<file path="config.mk">
export PLATFORM = sky130hd
export DESIGN_NAME = md_share_arbiter
export DESIGN_NICKNAME = d
export VERILOG_FILES = /design/src/rtl/md_pkg.sv /design/src/rtl/md_share_arbiter_rr_arb2.sv /design/src/rtl/md_share_arbiter.sv
export SDC_FILE = /design/constraint.sdc
export NUM_CORES = 1
export LEC_CHECK = 0
export BUFFER_PORTS_ARGS = -buffer_cell sky130_fd_sc_hd__buf_2
export CAP_MARGIN = 40
export CORE_AREA = 8 8 106 108
export CTS_CLUSTER_SIZE = 24
export DETAILED_ROUTE_END_ITERATION = 10
export DIE_AREA = 0 0 114 116
export MAX_ROUTING_LAYER = met4
export PLACE_DENSITY = 0.72
export SETUP_SLACK_MARGIN = 0.02
export SYNTH_ARGS = -nofsm -noshare
export SYNTH_HDL_FRONTEND = slang
export SYNTH_HIERARCHICAL = 1
export SYNTH_SLANG_ARGS = --single-unit
</file>
<file path="constraint.sdc">
create_clock -name clk -period 2.2 [get_ports clk]
set_input_delay 0.33 -clock clk [delete_from_list [all_inputs] [get_ports clk]]
set_output_delay 0.33 -clock clk [all_outputs]
set_load 0.01 [all_outputs]
</file>
<file path="src/rtl/md_pkg.sv">
// Shared definitions for the mul/div sharing logic: port count, unit encodings, FSM states.
package md_pkg;

   localparam int unsigned MD_NPORT = 2;

   localparam int unsigned MD_OP_WIDTH = 2;
   localparam logic [MD_OP_WIDTH-1:0] MD_OP_MUL = 2'd0;
   localparam logic [MD_OP_WIDTH-1:0] MD_OP_DIV = 2'd1;
   localparam logic [MD_OP_WIDTH-1:0] MD_OP_REM = 2'd2;

   localparam int unsigned MD_OUT_SEL_WIDTH = 2;
   localparam logic [MD_OUT_SEL_WIDTH-1:0] MD_OUT_LO  = 2'd0;
   localparam logic [MD_OUT_SEL_WIDTH-1:0] MD_OUT_HI  = 2'd1;
   localparam logic [MD_OUT_SEL_WIDTH-1:0] MD_OUT_REM = 2'd2;

   typedef enum logic [1:0] {
      StIdle,
      StBusy,
      StHold
   } md_state_e;

endpackage

</file>
<file path="src/rtl/md_share_arbiter_rr_arb2.sv">
// Two-way round-robin grant: on contention the port that did not win last time is chosen.
module rr_arb2 (
   input  logic [1:0] eligible,
   input  logic       last_grant,
   output logic [1:0] grant
);

   always_comb begin
      grant = eligible;
      if (&eligible) begin
         grant = last_grant ? 2'b01 : 2'b10;
      end
   end

endmodule

</file>
<file path="src/rtl/md_share_arbiter.sv">
// Shares one mul/div unit between two requesters; buffers the unit's result pulse and
// returns it to the owning port with valid/ready handshaking.
module md_share_arbiter
   import md_pkg::*;
#(
   parameter int unsigned XLEN = 32
) (
   input  logic                                 clk,
   input  logic                                 reset,
   input  logic [MD_NPORT-1:0]                  req_valid,
   output logic [MD_NPORT-1:0]                  req_ready,
   input  logic [MD_NPORT*MD_OP_WIDTH-1:0]      req_op,
   input  logic [MD_NPORT*MD_OUT_SEL_WIDTH-1:0] req_out_sel,
   input  logic [MD_NPORT-1:0]                  req_in_1_signed,
   input  logic [MD_NPORT-1:0]                  req_in_2_signed,
   input  logic [MD_NPORT*XLEN-1:0]             req_in_1,
   input  logic [MD_NPORT*XLEN-1:0]             req_in_2,
   input  logic [MD_NPORT-1:0]                  kill,
   output logic [MD_NPORT-1:0]                  resp_valid,
   input  logic [MD_NPORT-1:0]                  resp_ready,
   output logic [XLEN-1:0]                      resp_result,
   output logic                                 md_req_valid,
   output logic [MD_OP_WIDTH-1:0]               md_req_op,
   output logic [MD_OUT_SEL_WIDTH-1:0]          md_req_out_sel,
   output logic                                 md_req_in_1_signed,
   output logic                                 md_req_in_2_signed,
   output logic [XLEN-1:0]                      md_req_in_1,
   output logic [XLEN-1:0]                      md_req_in_2,
   input  logic                                 md_req_ready,
   input  logic                                 md_resp_valid,
   input  logic [XLEN-1:0]                      md_resp_result
);

   md_state_e        state_q, state_d;
   logic             owner_q, owner_d;
   logic             last_grant_q, last_grant_d;
   logic             killed_q, killed_d;
   logic [XLEN-1:0]  rbuf_q, rbuf_d;

   logic [MD_NPORT-1:0] eligible;
   logic [MD_NPORT-1:0] grant;
   logic                gidx;
   logic                owner_kill;

   assign eligible   = req_valid & ~kill;
   assign gidx       = grant[1];
   assign owner_kill = kill[owner_q];

   rr_arb2 u_rr_arb2 (
      .eligible   (eligible),
      .last_grant (last_grant_q),
      .grant      (grant)
   );

   always_ff @(posedge clk) begin
      if (reset) begin
         state_q      <= StIdle;
         owner_q      <= 1'b0;
         last_grant_q <= 1'b1;
         killed_q     <= 1'b0;
         rbuf_q       <= '0;
      end else begin
         state_q      <= state_d;
         owner_q      <= owner_d;
         last_grant_q <= last_grant_d;
         killed_q     <= killed_d;
         rbuf_q       <= rbuf_d;
      end
   end

   always_comb begin
      state_d            = state_q;
      owner_d            = owner_q;
      last_grant_d       = last_grant_q;
      killed_d           = killed_q;
      rbuf_d             = rbuf_q;
      req_ready          = '0;
      resp_valid         = '0;
      resp_result        = '0;
      md_req_valid       = 1'b0;
      md_req_op          = '0;
      md_req_out_sel     = '0;
      md_req_in_1_signed = 1'b0;
      md_req_in_2_signed = 1'b0;
      md_req_in_1        = '0;
      md_req_in_2        = '0;

      unique case (state_q)
         StIdle: begin
            // Outputs are forced low during reset so the unit sees no request while resetting.
            if ((|grant) && !reset) begin
               md_req_valid       = 1'b1;
               md_req_op          = gidx ? req_op[MD_OP_WIDTH +: MD_OP_WIDTH]
                                         : req_op[0 +: MD_OP_WIDTH];
               md_req_out_sel     = gidx ? req_out_sel[MD_OUT_SEL_WIDTH +: MD_OUT_SEL_WIDTH]
                                         : req_out_sel[0 +: MD_OUT_SEL_WIDTH];
               md_req_in_1_signed = req_in_1_signed[gidx];
               md_req_in_2_signed = req_in_2_signed[gidx];
               md_req_in_1        = gidx ? req_in_1[XLEN +: XLEN] : req_in_1[0 +: XLEN];
               md_req_in_2        = gidx ? req_in_2[XLEN +: XLEN] : req_in_2[0 +: XLEN];
               req_ready          = grant & {MD_NPORT{md_req_ready}};
               if (md_req_ready) begin
                  state_d      = StBusy;
                  owner_d      = gidx;
                  last_grant_d = gidx;
                  killed_d     = 1'b0;
               end
            end
         end
         StBusy: begin
            if (owner_kill) begin
               killed_d = 1'b1;
            end
            if (md_resp_valid) begin
               if (killed_q || owner_kill) begin
                  state_d = StIdle;
               end else begin
                  rbuf_d  = md_resp_result;
                  state_d = StHold;
               end
            end
         end
         StHold: begin
            if (!reset) begin
               resp_valid[owner_q] = 1'b1;
               resp_result         = rbuf_q;
            end
            if (resp_ready[owner_q] || owner_kill) begin
               state_d = StIdle;
            end
         end
         default: begin
            state_d = StIdle;
         end
      endcase
   end

endmodule

</file>
# Word-level counts from Yosys, hierarchy flattened
# Cells that the tools add are included.
# W data, S select, Z words.
# word_totals
register_bits,37
inputBits,182
out_inout_bits,107
wordCells,78
# classes
order_cmp,3
eq_ne,7
n_mux,46
bitwise,4
n_reduce_logical,13
# ops
operator,count
$mux W32,8
$mux W2,17
$mux W1,18
$ne A2 B2 Y1 const B,5
$reduce_and A4 Y1,2
$pmux W2 S3,1
$reduce_and A3 Y1,2
$and A2 B2 Y2,2
$lt A1 B2 Y1 const B,2
$eq A2 B1 Y1 const B,1
$eq A2 B2 Y1 const B,1
$logic_and A1 B1 Y1,2
$logic_not A2 Y1,1
$logic_or A1 B1 Y1,2
$not A2 Y2,1
$pmux W1 S2,1
$reduce_and A2 Y1,1
$reduce_bool A2 Y1,1
$reduce_or A2 Y1,1
$demux W1 S1,1
$ge A1 B1 Y1 const B,1
$logic_not A1 Y1,1
$not A1 Y1,1

# Longest topological paths before layout
# depth
depth_word,8
mapped_depth,6

# Hierarchy
# Netlist, hierarchy kept.
# modules_own_cells
mod,n_inst,cells_per_inst,area_per_inst_um2,seq_area_each_um2
md_share_arbiter,1,367,3027.9,740.7
rr_arb2,1,3,18.8,0.0

# Least setup slack after synthesis
# OpenSTA, ideal clock, no wires.
# synth_timing
path_type,input to output
from,in req_valid[1]
to,out md_req_in_1[0]
arrival_ps,1475
slack_ps,395
cell_stages,6
n_path_buf,2
cell_sequence,nor2b_1 -> a21boi_0 -> buf_2 -> buf_2 -> mux2i_1 -> nor2_1
# synth_between
elab_chain_cells,7
elab_cells_between_ends,8
classes_between,4 x mux; 1 x bitwise; 3 x reduce/logical
# synth_lines
item,line_no,text
"start, declared",md_share_arbiter.sv:10,"input logic [MD_NPORT-1:0] req_valid,"
$and A2 B2 Y2 (*),md_share_arbiter.sv:45,assign eligible = req_valid & ~kill;
$reduce_and A2 Y1,md_share_arbiter_rr_arb2.sv:10,if (&eligible) begin
$mux W2 (*),md_share_arbiter_rr_arb2.sv:10,
via grant[1],md_share_arbiter.sv:41,logic [MD_NPORT-1:0] grant;
$reduce_or A2 Y1,md_share_arbiter.sv:91,if ((|grant) && !reset) begin
$logic_and A1 B1 Y1,md_share_arbiter.sv:91,
$mux W32 (*),md_share_arbiter.sv:91,
$mux W32 (*),md_share_arbiter.sv:88,unique case (state_q)
"end, declared",md_share_arbiter.sv:27,"output logic [XLEN-1:0] md_req_in_1,"
# Mark *: on every way through the listed nets, which the timed path passes. The rest lies on a longest branch.

# Worst setup path after layout
# layout_timing
from,reg state_q[1]
to,out md_req_in_2[4]
# layout_between
elab_chain_cells,2
# layout_lines
item,line_no,text
"start, declared",md_share_arbiter.sv:34,"md_state_e state_q, state_d;"
"start signal, assigned",md_share_arbiter.sv:57,state_q <= StIdle;
"start signal, assigned",md_share_arbiter.sv:63,state_q <= state_d;
$logic_not A2 Y1,md_share_arbiter.sv:88,
$mux W32,md_share_arbiter.sv:88,
"end, declared",md_share_arbiter.sv:28,"output logic [XLEN-1:0] md_req_in_2,"
# Every way passes these cells.

==> results.cfg <==
[outcome]
outcome = finished clean

[logic_synthesis]
ys.warnings.count = 6
ys_ff_latch = 37
synth_flop_cell = dfxtp_1
seq_area_frac_synth = 0.2431
ys_async_sr_fraction = 0
syn_avg_cell_area_sq_um = 8.234
synth_edf_count = 0
ys_types = 28
synthCells = 370
syn-num-nets = 552
synth_top_cell_by_area = mux2i_1
synth_top_area_share = 0.3417
synth_area_leaders = mux2i_1 34%, dfxtp_1 24%, nand2b_1 13%
synthesis.area_sq_um = 3047

[detailed_routing]
via_per_inst = 4.614
routedWlPerCell_um = 17.86
drt_first_pass_iters = 6
detail_route.iter0.violations = 199
drcViolationCount = 0
wl_um = 14250
num_vias = 3682
ant_nets = 0

[floorplan]
fp.coreArea_sq_um = 9549
start_util = 0.3191
io_pins = 289
die_area_sq_um = 13220
die_y_um = 116
die_w_um = 114
rows = 36

[timing]
setup_viol = 0
period_needed_ns = 2.103
fin_skew_ns = 0.007306
setup_slack_ns = 0.09652
fmax_mhz = 475.4
hold_viol = 0
rsz0062_at_grt = false
worst_pin_slew_ns = 0.3939
whs_ns = 0.2785
slew_viol_final = 0
timing.slew.headroom = 0.7364
fin_crit_sh = 0.9561

[cells_and_area]
final_common_cell = buf_2
layout_common_cells = 288 x buf_2, 103 x mux2i_1, 72 x nor2_1, 65 x nand2b_1, 37 x dfxtp_1
drive_above_1_share = 0.4901
final_nets = 838
multi_input_area_sq_um = 2145
finalNonFillerCells = 798
fillers = 947
final_util = 0.5113
seqCellArea_sq_um = 740.7
area_growth_pct = 60.25

[grt]
grt_max_degree = 45
grt_overflow_total = 0
antenna_found_initial = 8
grt_pass1_wl_um = 21150
grt_pass1_vias = 3877
track_usage = 0.2121

[clock_network]
cts_made_buffers = 5
cts_root_buffer = clkbuf_8
cts.htree.levels = 2
cts_tree = done
cts_max_path_buffers = 2
postCtsHoldBufs = 0
clkTransAtPathRegs_ns = 0.07
cts_num_sinks = 37
clock_latency_ns = 0.28

[place]
dp_hpwl_um = 12180
dp_cells = 776
gp_congestion = 0.9725
port_buffers = 288
pre_cts_slack_ns = -0.007129

[critical_path]
crit_path_end_kind = output pin
cp_data_required_time_ns = 1.87
worstSetupPathType = register to output pin
crit_path_max_fanout = 8
critPathMaxStageDelay_ns = 0.38
startpoint_type = register
worst-endpoint-arrival_ns = 1.77
crit_chain = nor3_1 > o21ai_4 > buf_4 > nor2_1 > buf_2
crit_family = simple AND/OR/NAND/NOR gates
path_buf_inv = 2
crit_path_top_delay_cell = dfxtp_1

[power_and_ir_drop]
power_density_nw_per_um2 = 395.1
ir_worst_vdd_mv = 0.4108
power.static_leakage_uw = 0.002523

[run]
cap_viol_max_count = 0

[hold_path]
hp-class = input port to register
-- layer usage --
layer / global-route usage / vias to the layer above / share of wire
met5: - / - / 0
met4: 0.07986 / 0 / 0.017
met3: 0.06722 / 12 / 0.10
met2: 0.3545 / 183 / 0.50
met1: 0.2323 / 1687 / 0.38
li1: - / 1800 / -
-- worst register-to-register path: stages (launching register included) --
cell,delay (ns)
dfxtp_1,0.47
mux2i_1,0.36
and2_2,0.42
buf_12,0.25
mux2i_1,0.22
-- flip-flops by register name, summed over array words and instances (netlist names) --
signal and cells:
rbuf_q 32, state_q 2, killed_q 1, last_grant_q 1, owner_q 1
-- path summary, 6_finish.rpt --
check	from	end	slack, ns	depth (start not counted)
worst min-delay path	md_resp_valid	state_q[0]$_SDFFE_PP0P_	0.28	2
worst max register to register	owner_q$_SDFFE_PP0P_	rbuf_q[16]$_SDFFE_PP0P_	0.41	4
worst max-delay path	state_q[1]$_SDFFE_PP0P_	md_req_in_2[4]	0.1	5
worst min register to register	rbuf_q[9]$_SDFFE_PP0P_	rbuf_q[9]$_SDFFE_PP0P_	0.47	2
-- through the flow --
stage | TNS, ns | instance area, sq um | total power (uW)
2_1_floorplan | 0 | 3047 | 1017
3_3_place_gp | 0 | 4666 | 1313
3_5_place_dp | -0.007129 | 4666 | 1325
4_1_cts | 0 | 4818 | 1940
5_1_grt | 0 | 4882 | 2037
6_report | 0 | 4882 | 1929
-- cell type report --
class	count	area share
clock buffers	7	0.01768
clock inverters	1	0.006151
inverters	2	0.001538
flip-flops and latches	37	0.1517
well taps	133	0.03409
diodes	8	0.004100
repair buffers	309	0.3455
multi-input cells	301	0.4393
-- cell usage after synthesis (all sizes together), types with 2 or more instances --
master	count
o21ai	4
mux2i	104
inv	2
clkbuf	11
buf	19
nor3	2
dfxtp	37
and3b	2
nand2b	65
a21boi	2
nor2b	4
nand2	2
nor2	72
and2	34
-- logic make-up after synthesis --
group | synth area share
buffers and inverters | 0.06407
AND/OR/NAND/NOR | 0.3244
AO/OA/AOI/OAI | 0.02669
flip-flops | 0.2431
multiplexers | 0.3417
-- power breakdown --
part / internal, uW / switching, uW
Sequential: 687 / 13.6
Clock: 370 / 229
Combinational: 333 / 297
-- what timing repair did --
item / 4_1_cts / 5_1_grt
cloned: 1 / 0
setup endpoints to repair: 3 / 54
setup buffers: 0 / 5
pin swaps: 0 / 1
hold endpoints to repair: 0 / 0
gates resized for setup: 1 / 2
No activity file was read; power rests on OpenSTA's default activity.
